[src/rtl/keymap_setting.sv]
// keymap_setting
//
// Key-remapping capture unit for the piano front end. After a start pulse it
// collects N_KEYS debounced key presses, one per note slot starting at slot 0
// (do). A key that already owns a slot is rejected. An escape pulse abandons
// the capture. A full set of presses is committed to the live map in one step.
//
// Optional feature: define KEYMAP_UNDO_EN to add the pose_undo input. It steps
// back one slot during capture.
//
// Ports:
//   slow_clk    - system slow clock (50 Hz)
//   rst_n       - asynchronous active-low reset
//   start       - pulse: begin a capture (ignored while one is in progress)
//   pose_buts   - per-key press pulses, bit k = key k
//   pose_esc    - pulse: abort capture, shadow map discarded
//   pose_undo   - pulse: release the most recently filled slot (KEYMAP_UNDO_EN only)
//   perm_flat   - committed map, slot i at [i*IDX_W +: IDX_W]
//   setting_cnt - slots filled so far in the current capture
//   busy        - high while capturing or committing
//   done        - one-cycle pulse when a new map is committed
//   aborted     - one-cycle pulse when a capture is aborted
//   dup_err     - one-cycle pulse when a press of an already-used key is rejected

module keymap_setting #(
  parameter int N_KEYS = 8,
  parameter int IDX_W  = 3
) (
  input  logic                    slow_clk,
  input  logic                    rst_n,
  input  logic                    start,
  input  logic [N_KEYS-1:0]       pose_buts,
  input  logic                    pose_esc,
`ifdef KEYMAP_UNDO_EN
  input  logic                    pose_undo,
`endif
  output logic [N_KEYS*IDX_W-1:0] perm_flat,
  output logic [IDX_W:0]          setting_cnt,
  output logic                    busy,
  output logic                    done,
  output logic                    aborted,
  output logic                    dup_err
);

  typedef enum logic [1:0] {IDLE, CAPTURE, COMMIT} state_t;

  localparam logic [IDX_W:0] LAST_SLOT = (IDX_W+1)'(N_KEYS - 1);

  state_t            state;
  logic [IDX_W-1:0]  shadow [N_KEYS];
  logic [N_KEYS-1:0] used;

  logic [IDX_W-1:0]  key_idx;
  logic              key_onehot;
  logic              key_is_used;
  logic [IDX_W-1:0]  slot;

  // setting_cnt never exceeds N_KEYS-1, so its low bits address the shadow map.
  assign slot = setting_cnt[IDX_W-1:0];

  // Decode the press vector. Only a single press in a cycle counts as a key.
  // With a one-hot vector, overlapping it with the used mask tells whether
  // that key already owns a slot.
  always_comb begin
    key_idx = '0;
    for (int k = 0; k < N_KEYS; k++) begin
      if (pose_buts[k]) key_idx = IDX_W'(k);
    end
    key_onehot  = (pose_buts != '0) &&
                  ((pose_buts & (pose_buts - N_KEYS'(1))) == '0);
    key_is_used = |(pose_buts & used);
  end

  always_ff @(posedge slow_clk or negedge rst_n) begin
    if (!rst_n) begin
      state       <= IDLE;
      setting_cnt <= '0;
      busy        <= 1'b0;
      done        <= 1'b0;
      aborted     <= 1'b0;
      dup_err     <= 1'b0;
      used        <= '0;
      for (int i = 0; i < N_KEYS; i++) begin
        shadow[i]                    <= '0;
        perm_flat[i*IDX_W +: IDX_W]  <= IDX_W'(i);
      end
    end else begin
      done    <= 1'b0;
      aborted <= 1'b0;
      dup_err <= 1'b0;
      case (state)
        IDLE: begin
          if (start) begin
            state       <= CAPTURE;
            busy        <= 1'b1;
            used        <= '0;
            setting_cnt <= '0;
          end
        end
        CAPTURE: begin
          if (pose_esc) begin
            state       <= IDLE;
            busy        <= 1'b0;
            aborted     <= 1'b1;
            setting_cnt <= '0;
          end
`ifdef KEYMAP_UNDO_EN
          // Undo takes precedence over any press in the same cycle.
          else if (pose_undo) begin
            if (setting_cnt != '0) begin
              setting_cnt                  <= setting_cnt - (IDX_W+1)'(1);
              used[shadow[slot - IDX_W'(1)]] <= 1'b0;
            end
          end
`endif
          else if (key_onehot) begin
            if (key_is_used) begin
              dup_err <= 1'b1;
            end else begin
              shadow[slot] <= key_idx;
              used         <= used | pose_buts;
              // The count holds on the final slot, so it stays at N_KEYS-1.
              if (setting_cnt < LAST_SLOT) setting_cnt <= setting_cnt + (IDX_W+1)'(1);
              else                         state       <= COMMIT;
            end
          end
        end
        COMMIT: begin
          // All inputs are ignored here, so the map is never partly updated.
          for (int i = 0; i < N_KEYS; i++) begin
            perm_flat[i*IDX_W +: IDX_W] <= shadow[i];
          end
          done        <= 1'b1;
          busy        <= 1'b0;
          setting_cnt <= '0;
          state       <= IDLE;
        end
        default: begin
          state <= IDLE;
          busy  <= 1'b0;
        end
      endcase
    end
  end

endmodule

[config.mk]
export PLATFORM = sky130hd
export DESIGN_NAME = keymap_setting
export DESIGN_NICKNAME = d
export VERILOG_FILES = /design/src/rtl/keymap_setting.sv
export SDC_FILE = /design/constraint.sdc
export NUM_CORES = 1
export LEC_CHECK = 0
export ABC_AREA = 1
export CORE_MARGIN = 2
export CORE_UTILIZATION = 27
export CTS_CLUSTER_DIAMETER = 30
export DETAILED_ROUTE_END_ITERATION = 6
export GPL_TIMING_DRIVEN = 0
export PLACE_DENSITY = 0.47
export SLEW_MARGIN = 20
export SYNTH_ARGS = -nofsm -noshare
export SYNTH_HDL_FRONTEND = slang
export SYNTH_SLANG_ARGS = --single-unit
[constraint.sdc]
create_clock -name slow_clk -period 2.6 [get_ports slow_clk]
set_input_delay 0.26 -clock slow_clk [delete_from_list [all_inputs] [get_ports slow_clk]]
set_output_delay 0.26 -clock slow_clk [all_outputs]
set_load 0.05 [all_outputs]
==> impl_metrics.env <==
export IMPL_cts_buffer_depth=2
export IMPL_outcome="finished with violations"
export IMPL_place_hpwl_mm=5.329
export IMPL_final_cell_mix="nand2_1 (155), dfrtp_1 (54), inv_1 (43)"
export IMPL_grt_pass1_wl_mm=12.99
export IMPL_die_width_um=113.2
export IMPL_start_util_pct=27.97
export IMPL_path_clk_slew_ns=0.06
export IMPL_ys_ff_latch=66
export IMPL_die_h_um=113.2
export IMPL_highest_layer="met4"
export IMPL_final_core_util_pct=36.35
export IMPL_yosys_area_top_type="dfrtp_1"
export IMPL_timing_rr_end="perm_flat[16]"
export IMPL_route_detailed_drc=5
export IMPL_synth_nets=409
export IMPL_dr_pass1_iters=6
export IMPL_grt_overflow_total=0
export IMPL_post_drt_wl_per_cell_um=12.22
export IMPL_area_growth_pct=29.99
export IMPL_cp_start_kind="register"
export IMPL_finalInstanceArea_um2=4187
export IMPL_dp_cells=583
export IMPL_antenna_found_initial=0
export IMPL_fin_skew_ns=0.004088
export IMPL_portBuffers=43
export IMPL_clock_sink_count=66
export IMPL_cpLargestDelayFamily="buffers and inverters"
export IMPL_cts_root_buf="clkbuf_16"
export IMPL_cts_buffers=9
export IMPL_layout_commonest_cell="nand2_1"
export IMPL_p_leak_nw=2.067
export IMPL_synthTopCellsByArea="dfrtp_1 (42%), nand2_1 (18%), dfstp_2 (9.8%)"
export IMPL_min_period_over_period_pct=74.09
export IMPL_final_max_slew_viol_count=0
export IMPL_r2r_cells=5
export IMPL_internal_power_w=0.002175
export IMPL_syn_inst=396
export IMPL_slowest_stage="clkdlybuf4s50_1"
export IMPL_worst_hold_path_type="input pin to asynchronous set/reset pin"
export IMPL_cts_tree="built"
export IMPL_n_fill_cell=1198
export IMPL_vias=2646
export IMPL_rr_startpoint="state[0]"
export IMPL_pwr_share_comb_pct=19.5
export IMPL_cpPeakStageDelay_ns=0.80
export IMPL_worstSetupPathType="register to output port"
export IMPL_slew_headroom_pct=61.86
export IMPL_seqPwrFrac_pct=37.9
export IMPL_place_ws_ns=0.4791
export IMPL_io_pins=44
export IMPL_nets=465
export IMPL_postRouteAntennaNets=0
export IMPL_path_buf_inv=1
export IMPL_syn_area_um2=3221
export IMPL_p_sw_w=0.0009397
export IMPL_n_antenna_cell=0
export IMPL_grt_pass1_vias=2535
export IMPL_p_sw_share_pct=30.17
export IMPL_htreeDepth=3
export IMPL_yosys_area_top_type_share_pct=41.96
export IMPL_gp_congestion=0.7324
export IMPL_finalSetupViolations=0
export IMPL_syn_area_per_cell_um2=8.133
export IMPL_ys_seq_area_share_pct=51.75
export IMPL_multiInputGateArea_um2=1310
export IMPL_final_instance_count_excl_fill=600
export IMPL_finalSetupTns_ns=0
export IMPL_worstPathArrival_ns=1.67
export IMPL_tightest_slew_ns=0.5699
export IMPL_grt_usage_pct=12.88
export IMPL_fin_crit_ns=1.926
export IMPL_viasPerCell=4.410
export IMPL_hold_viol=0
export IMPL_wl_met3_um=288
export IMPL_peakVddDrop_v=0.0003218
export IMPL_yosysWarningCount=0
export IMPL_p_clk_share_pct=42.6
export IMPL_crit_chain="clkdlybuf4s50_1"
export IMPL_core_area_um2=11520
export IMPL_postCtsSetupRepairBufs=0
export IMPL_rsz0062_at_grt="false"
export IMPL_drv_cap=0
export IMPL_drtIter0Drc=120
export IMPL_clk_latency_ns=0.33
export IMPL_rows=39
export IMPL_r2r_slack_ns=0.87
export IMPL_crit_fanout=2
export IMPL_regArea_um2=1667
export IMPL_synth_cell_types=30
export IMPL_drt_met1_wl_mm=3.783
export IMPL_end_kind="output port"
export IMPL_violations="DRC"
export IMPL_timing_fmax_mhz=519.1
export IMPL_grt_max_degree=35
export IMPL_dieArea_um2=12820
export IMPL_met2WireLength_mm=3.121
export IMPL_drive_gt1_share_pct=15.32
export IMPL_wl_mm=7.329
export IMPL_cp_required_ns=2.34
export IMPL_setup_ws_ns=0.6736
export IMPL_power_density_nw_per_um2=744.0
export IMPL_place_area_um2=3847
==> registers in the layout, indices dropped and copies added (netlist names) <==
register,cells
perm_flat,24
shadow,24
used,8
setting_cnt,4
state,2
aborted,1
busy,1
done,1
dup_err,1
==> synth_stat cells <==
master and number:
dfrtp_1 54, nand3_2 2, nand4_2 1, buf_4 1
nor2_2 4, nor2_8 1, inv_2 4, and2_1 1
nand2_2 6, nor4_1 2, ha_1 1, nor3_1 1
nor2_1 20, clkbuf_1 5, o21ai_2 11, nor3_4 1
buf_2 3, nand2_1 155, nand4_1 24, buf_8 1
nand3_1 11, buf_6 1, a22oi_2 1, o21ai_0 20
inv_1 43, dfstp_2 12, o211ai_1 1, nor2_4 3
o21ai_1 3, a21oi_1 3
==> logic make-up after synthesis <==
group | after synthesis | share of synthesized area [%]
fa+ha+maj | 1 | 0.3884
buf+inv | 58 | 7.575
flops | 66 | 51.75
simple gates | 232 | 32.63
compound gates | 39 | 7.653
==> routing by layer <==
layer / up-vias / track usage (%)
li1: 1374 / -
met3: 9 / 3.482
met1: 1217 / 18.47
met4: 0 / 5.122
met5: - / 0
met2: 46 / 18.40
==> worst max path at each step <==
stage,from,end,cells after the start
detailed placement,pose_buts[5],shadow[13],12
finish,perm_flat[23],perm_flat[23],1
CTS,perm_flat[23],perm_flat[23],1
floorplan,setting_cnt[0],setting_cnt[2],9
global placement,rst_n,used[2],1
global route,setting_cnt[2],setting_cnt[2],1
==> repair_timing <==
action | in CTS | in global routing
gates resized for setup | 0 | 0
endpoints found under the hold margin | 25 | 0
hold buffers | 1 | 0
==> metrics by stage <==
step / hold WS, ns / power [W]
detailed placement: 0.2451 / 0.001806
global placement: 0.4538 / 0.001789
floorplan: -0.03559 / 0.001620
CTS: 0.4376 / 0.003153
global route: 0.4586 / 0.003302
finish: 0.4185 / 0.003115
==> power by group through the flow <==
stage | Sequential (W) | Combinational [W] | Clock (W)
after global placement | 0.00119 | 0.000595 | 0
after detailed placement | 0.00120 | 0.000610 | 0
after CTS | 0.00118 | 0.000614 | 0.00136
final | 0.00118 | 0.000606 | 0.00133
after floorplan | 0.00124 | 0.000375 | 0
after global routing | 0.00119 | 0.000689 | 0.00142
==> final cells by class <==
cell class	count	share of cell area, %
Inverter	47	4.214
Sequential cell	66	39.81
Clock inverter	6	2.152
Timing Repair Buffer	45	10.94
Tap cell	143	4.274
Multi-Input combinational cell	272	31.29
Clock buffer	10	5.708
Buffer	11	1.614
(Power assumes the default switching activity.)
